### config.mk
export PLATFORM = sky130hd
export DESIGN_NAME = ram_fifo_ctrl
export DESIGN_NICKNAME = d
export VERILOG_FILES = /design/src/rtl/ram_fifo_ctrl.sv
export SDC_FILE = /design/constraint.sdc
export NUM_CORES = 1
export LEC_CHECK = 0
export CORE_MARGIN = 2
export CORE_UTILIZATION = 44
export DETAILED_ROUTE_END_ITERATION = 16
export PLACE_DENSITY = 0.87
export RECOVER_POWER = 100
export SKIP_LAST_GASP = 1
export SLEW_MARGIN = 20
export SYNTH_ARGS = -nofsm -noshare
export SYNTH_HDL_FRONTEND = slang
export SYNTH_SLANG_ARGS = --single-unit
### constraint.sdc
create_clock -name clk -period 2.9 [get_ports clk]
set_clock_uncertainty 0.2 [all_clocks]
set_input_delay 0.58 -clock clk [delete_from_list [all_inputs] [get_ports clk]]
set_output_delay 0.58 -clock clk [all_outputs]
set_load 0.005 [all_outputs]
### src/rtl/ram_fifo_ctrl.sv
// ram_fifo_ctrl
//   FIFO controller that drives an external single-port RAM with one shared
//   address and combinational read data. The head word is held in a
//   registered output stage. A word that arrives while both the RAM and the
//   output stage are free bypasses the RAM and goes straight to the output.
//   The RAM does at most one access per cycle, and reads have priority.
//
// Ports
//   clk        : clock, rising edge
//   rst        : synchronous reset, active low
//   in_valid   : producer offers in_data
//   in_ready   : controller accepts in_data this cycle
//   in_data    : write data [Width]
//   out_valid  : out_data holds the oldest word
//   out_ready  : consumer takes out_data this cycle
//   out_data   : registered head word [Width]
//   count      : words held, RAM plus output stage [AddressSize+1]
//   full/empty : status flags
//   ram_we     : RAM write enable
//   ram_addr   : RAM address, shared by read and write [AddressSize]
//   ram_d      : RAM write data [Width]
//   ram_q      : RAM read data for ram_addr [Width]
module ram_fifo_ctrl #(
    parameter int Width       = 8,
    parameter int AddressSize = 4
) (
    input  logic                   clk,
    input  logic                   rst,
    input  logic                   in_valid,
    output logic                   in_ready,
    input  logic [Width-1:0]       in_data,
    output logic                   out_valid,
    input  logic                   out_ready,
    output logic [Width-1:0]       out_data,
    output logic [AddressSize:0]   count,
    output logic                   full,
    output logic                   empty,
    output logic                   ram_we,
    output logic [AddressSize-1:0] ram_addr,
    output logic [Width-1:0]       ram_d,
    input  logic [Width-1:0]       ram_q
);

    localparam logic [AddressSize:0] MemDepth = (AddressSize+1)'(2**AddressSize);

    logic [AddressSize-1:0] wr_ptr_q, wr_ptr_d;
    logic [AddressSize-1:0] rd_ptr_q, rd_ptr_d;
    logic [AddressSize:0]   mem_count_q, mem_count_d;
    logic                   out_valid_q, out_valid_d;
    logic [Width-1:0]       out_data_q, out_data_d;

    logic mem_empty;
    logic mem_full;
    logic out_free;
    logic read_op;
    logic bypass;
    logic write_op;

    assign mem_empty = (mem_count_q == '0);
    assign mem_full  = (mem_count_q == MemDepth);
    assign out_free  = !out_valid_q || out_ready;

    // Refill the output stage from RAM whenever it is (or is about to be) free.
    assign read_op  = out_free && !mem_empty;
    // A read owns the RAM port this cycle, so the producer is stalled.
    assign in_ready = rst && !read_op && !mem_full;
    // Nothing is queued in RAM: the new word can go straight to the output.
    assign bypass   = in_valid && in_ready && out_free && mem_empty;
    assign write_op = in_valid && in_ready && !bypass;

    assign ram_we   = write_op;
    assign ram_d    = in_data;
    assign ram_addr = read_op ? rd_ptr_q : wr_ptr_q;

    always_comb begin
        wr_ptr_d    = wr_ptr_q;
        rd_ptr_d    = rd_ptr_q;
        mem_count_d = mem_count_q;
        out_valid_d = out_valid_q;
        out_data_d  = out_data_q;

        if (read_op) begin
            out_data_d  = ram_q;
            out_valid_d = 1'b1;
            rd_ptr_d    = rd_ptr_q + 1'b1;
            mem_count_d = mem_count_q - 1'b1;
        end else if (bypass) begin
            out_data_d  = in_data;
            out_valid_d = 1'b1;
        end else if (out_valid_q && out_ready) begin
            // Head consumed with nothing to replace it; data is left as-is.
            out_valid_d = 1'b0;
        end

        // Never concurrent with read_op, since in_ready is low during reads.
        if (write_op) begin
            wr_ptr_d    = wr_ptr_q + 1'b1;
            mem_count_d = mem_count_q + 1'b1;
        end
    end

    always_ff @(posedge clk) begin
        if (!rst) begin
            wr_ptr_q    <= '0;
            rd_ptr_q    <= '0;
            mem_count_q <= '0;
            out_valid_q <= 1'b0;
            out_data_q  <= '0;
        end else begin
            wr_ptr_q    <= wr_ptr_d;
            rd_ptr_q    <= rd_ptr_d;
            mem_count_q <= mem_count_d;
            out_valid_q <= out_valid_d;
            out_data_q  <= out_data_d;
        end
    end

    assign out_valid = out_valid_q;
    assign out_data  = out_data_q;
    assign count     = mem_count_q + {{AddressSize{1'b0}}, out_valid_q};
    assign full      = mem_full && out_valid_q;
    assign empty     = !out_valid_q;

endmodule

==> flow_summary.json <==
{
  "grt_antenna_before_repair": 0,
  "root_buffer": "clkbuf_4",
  "crit_fanout": 4,
  "antenna_left": 0,
  "htree_levels": 1,
  "violations": "setup timing",
  "r2r_slack_ns": 0.50,
  "fin_crit_ns": 2.95,
  "grt_pass1_vias": 1187,
  "vias": 1342,
  "clkTransAtPathRegs_ns": 0.14,
  "dp_slack_ns": -0.0877,
  "wl_per_cell_um": 14.0,
  "timing.final.hold_violations": 0,
  "drc": 0,
  "fin_ws_ns": -0.0508,
  "syn_area_um2": 1370,
  "cp-start-kind": "register",
  "dieWidth_um": 59.8,
  "avgViaCountPerCell": 5.43,
  "grt_max_degree": 20,
  "r2r_start": "mem_count_q[0]$_SDFFE_PN0P_",
  "cts_buffers": 3,
  "finalCritPeriodShare_pct": 102,
  "drt_iter0_drc": 36,
  "synth-seq-area-share_pct": 32.1,
  "nets": 243,
  "rows": 20,
  "dr.pass1.iters": 4,
  "fp.dieH_um": 59.8,
  "grt_use_total_pct": 19.8,
  "routed_wl_um": 3450,
  "p_leak_nw": 0.925,
  "cp.required_ns": 2.12,
  "dp.final_hpwl_um": 2510,
  "min_from": "wr_ptr_q[3]$_SDFFE_PN0P_",
  "syn_nets": 184,
  "max_freq_ghz": 0.339,
  "slew_violations": 0,
  "layout-drive-gt1-share_pct": 22.4,
  "outcome": "finished with violations",
  "worst_slew_pin_slew_ns": 0.532,
  "cts.sinks": 22,
  "synthCells": 156,
  "cts_tree": "yes",
  "syn_avg_cell_area_um2": 8.79,
  "ioPinCount": 50,
  "die_area_um2": 3580,
  "yosysUniqueCellTypes": 37,
  "diodes": 0,
  "setup_viol": 3,
  "synth-seq-cells": 22,
  "hold_path_class": "register to register",
  "hold-path-cell-count": 2,
  "power_density_nw_per_um2": 830,
  "ir_drop_mv": 0.412,
  "synth_warnings": 0,
  "n_fill_cell": 236,
  "grt_pass1_wl_um": 5460,
  "cap_violations": 0,
  "multi_input_area_um2": 818,
  "gp_congestion": 0.811,
  "cp-end-kind": "output pin",
  "start_util_pct": 45.7,
  "worst_ep_arrival_time_ns": 2.17,
  "final-seq-area_um2": 442,
  "grt_overflow": 0,
  "path_class": "register to output pin",
  "clock_latency_ns": 0.33,
  "io_buffers": 49,
  "rsz0062_at_grt": "yes",
  "core_area_um2": 3000,
  "slew_headroom_pct": 64.5,
  "hold_end": "wr_ptr_q[3]$_SDFFE_PN0P_",
  "finalSetupTns_ns": -0.0851,
  "r2r_cells": 9,
  "syn2layout_area_growth_pct": 50.3,
  "cts.path.max_buffers": 2,
  "r2r_end": "mem_count_q[4]$_SDFFE_PN0P_"
}
layout by cell type (no fill, tap or decap), drive strengths merged, types with 3 or more instances in the layout:
| master | count |
|---|---|
| o221a | 8 |
| buf | 22 |
| xnor2 | 4 |
| nand4 | 4 |
| nand3 | 8 |
| inv | 13 |
| clkdlybuf4s50 | 45 |
| mux2 | 5 |
| a31oi | 9 |
| mux2i | 3 |
| a21oi | 14 |
| dfxtp | 22 |
| ha | 7 |
| xor2 | 4 |
| clkbuf | 3 |
| nor2 | 6 |
| nand2 | 9 |
| o21a | 3 |
timing repair:
item / 4_1_cts / 5_1_grt
hold buffers: 0 / 0
endpoints found under the setup margin: 7 / 6
setup buffers: 1 / 2
hold endpoints to repair: 0 / 0
resized for setup: 5 / 7
pin swaps: 2 / 2
synth_stat cells:
master | number | area share, %
a211oi_2 | 1 | 0.91
a21o_1 | 1 | 0.55
a21oi_1 | 14 | 5.1
a311oi_1 | 1 | 0.64
a31oi_1 | 9 | 4.1
and3_1 | 1 | 0.46
buf_2 | 2 | 0.73
buf_4 | 9 | 4.9
clkbuf_1 | 6 | 1.6
dfxtp_1 | 22 | 32
fa_1 | 1 | 1.5
ha_1 | 7 | 6.4
inv_1 | 13 | 3.6
mux2_2 | 4 | 3.3
mux2_4 | 1 | 1.1
mux2i_1 | 3 | 2.2
nand2_1 | 9 | 2.5
nand2b_1 | 2 | 0.91
nand3_1 | 8 | 2.9
nand4_1 | 4 | 1.8
nand4b_1 | 1 | 0.64
nor2_1 | 5 | 1.4
nor2_4 | 1 | 0.82
nor2b_1 | 1 | 0.46
nor3_1 | 2 | 0.73
nor3b_1 | 1 | 0.55
nor4_1 | 1 | 0.46
o211ai_1 | 1 | 0.55
o21a_1 | 3 | 1.6
o21ai_0 | 1 | 0.36
o21ai_4 | 1 | 1.2
o221a_2 | 8 | 6.6
o22ai_1 | 1 | 0.46
o2bb2ai_1 | 2 | 1.3
or4_1 | 1 | 0.55
xnor2_1 | 4 | 2.6
xor2_1 | 4 | 2.6
where the power goes:
part / internal, W / total, W / switching (W) / leakage, nW
clock: 0.000140 / 0.000246 / 0.000106 / 0.0279
sequential: 0.000385 / 0.000455 / 0.0000704 / 0.182
combinational: 0.000554 / 0.00101 / 0.000455 / 0.715
cells by family (layout without fill, tap and decap cells):
logic type               count (synthesis)  in the layout  synth area share, %
XOR/XNOR                                 8              8                 5.11
flip-flops                              22             22                 32.1
AND/OR/NAND/NOR                         37             37                 14.1
adder cells (fa/ha/maj)                  8              8                 7.85
multiplexers                             8              8                 6.57
buffers and inverters                   30             88                 10.9
AO/OA/AOI/OAI                           43             43                 23.4
worst max path at each step:
stage | startpoint | endpoint | slack (ns)
global placement | out_ready | ram_addr[3] | -0.07
finish | mem_count_q[3]$_SDFFE_PN0P_ | ram_addr[2] | -0.05
global route | mem_count_q[3]$_SDFFE_PN0P_ | ram_addr[2] | -0.12
detailed placement | out_ready | ram_addr[0] | -0.09
floorplan | out_ready | mem_count_q[4]$_SDFFE_PN0P_ | 0.07
CTS | mem_count_q[0]$_SDFFE_PN0P_ | ram_addr[3] | -0.13
state kept, by name, summed over array words and instances (netlist names):
register and flops:
out_valid 1, wr_ptr_q 4, mem_count_q 5, rd_ptr_q 4, out_data 8
final cells by class:
| cell class | instances | area share [%] |
|---|---|---|
| well taps | 33 | 2.00 |
| inverters | 13 | 2.37 |
| multi-input cells | 104 | 39.7 |
| clock inverters | 1 | 1.46 |
| repair buffers | 71 | 31.9 |
| clock buffers | 3 | 1.09 |
| flip-flops and latches | 22 | 21.4 |
critical path: stages, from the launching register on:
cell             delay, ns
dfxtp_1               0.33
or4_4                 0.56
o21ai_4               0.20
mux2_4                0.32
clkdlybuf4s50_1       0.44
through the flow:
step	std cells	total power [W]	utilization, %	hold slack, ns	area (um2)
2_1_floorplan	156	0.000988	-	0.242	1370
3_3_place_gp	240	0.00138	65.0	0.255	1950
3_5_place_dp	240	0.00140	65.0	0.277	1950
4_1_cts	245	0.00168	67.4	0.309	2020
5_1_grt	247	0.00184	68.6	0.335	2060
6_report	247	0.00171	68.6	0.311	2060
routing by layer:
metal | global-route usage, % | vias to the layer above | wire length, um
li1 | - | 680 | -
met5 | 0 | - | 0
met4 | 7.62 | 0 | 42
met2 | 31.8 | 32 | 1670
met1 | 26.9 | 625 | 1580
met3 | 2.60 | 5 | 161
Power figures use the tool's default switching activity.
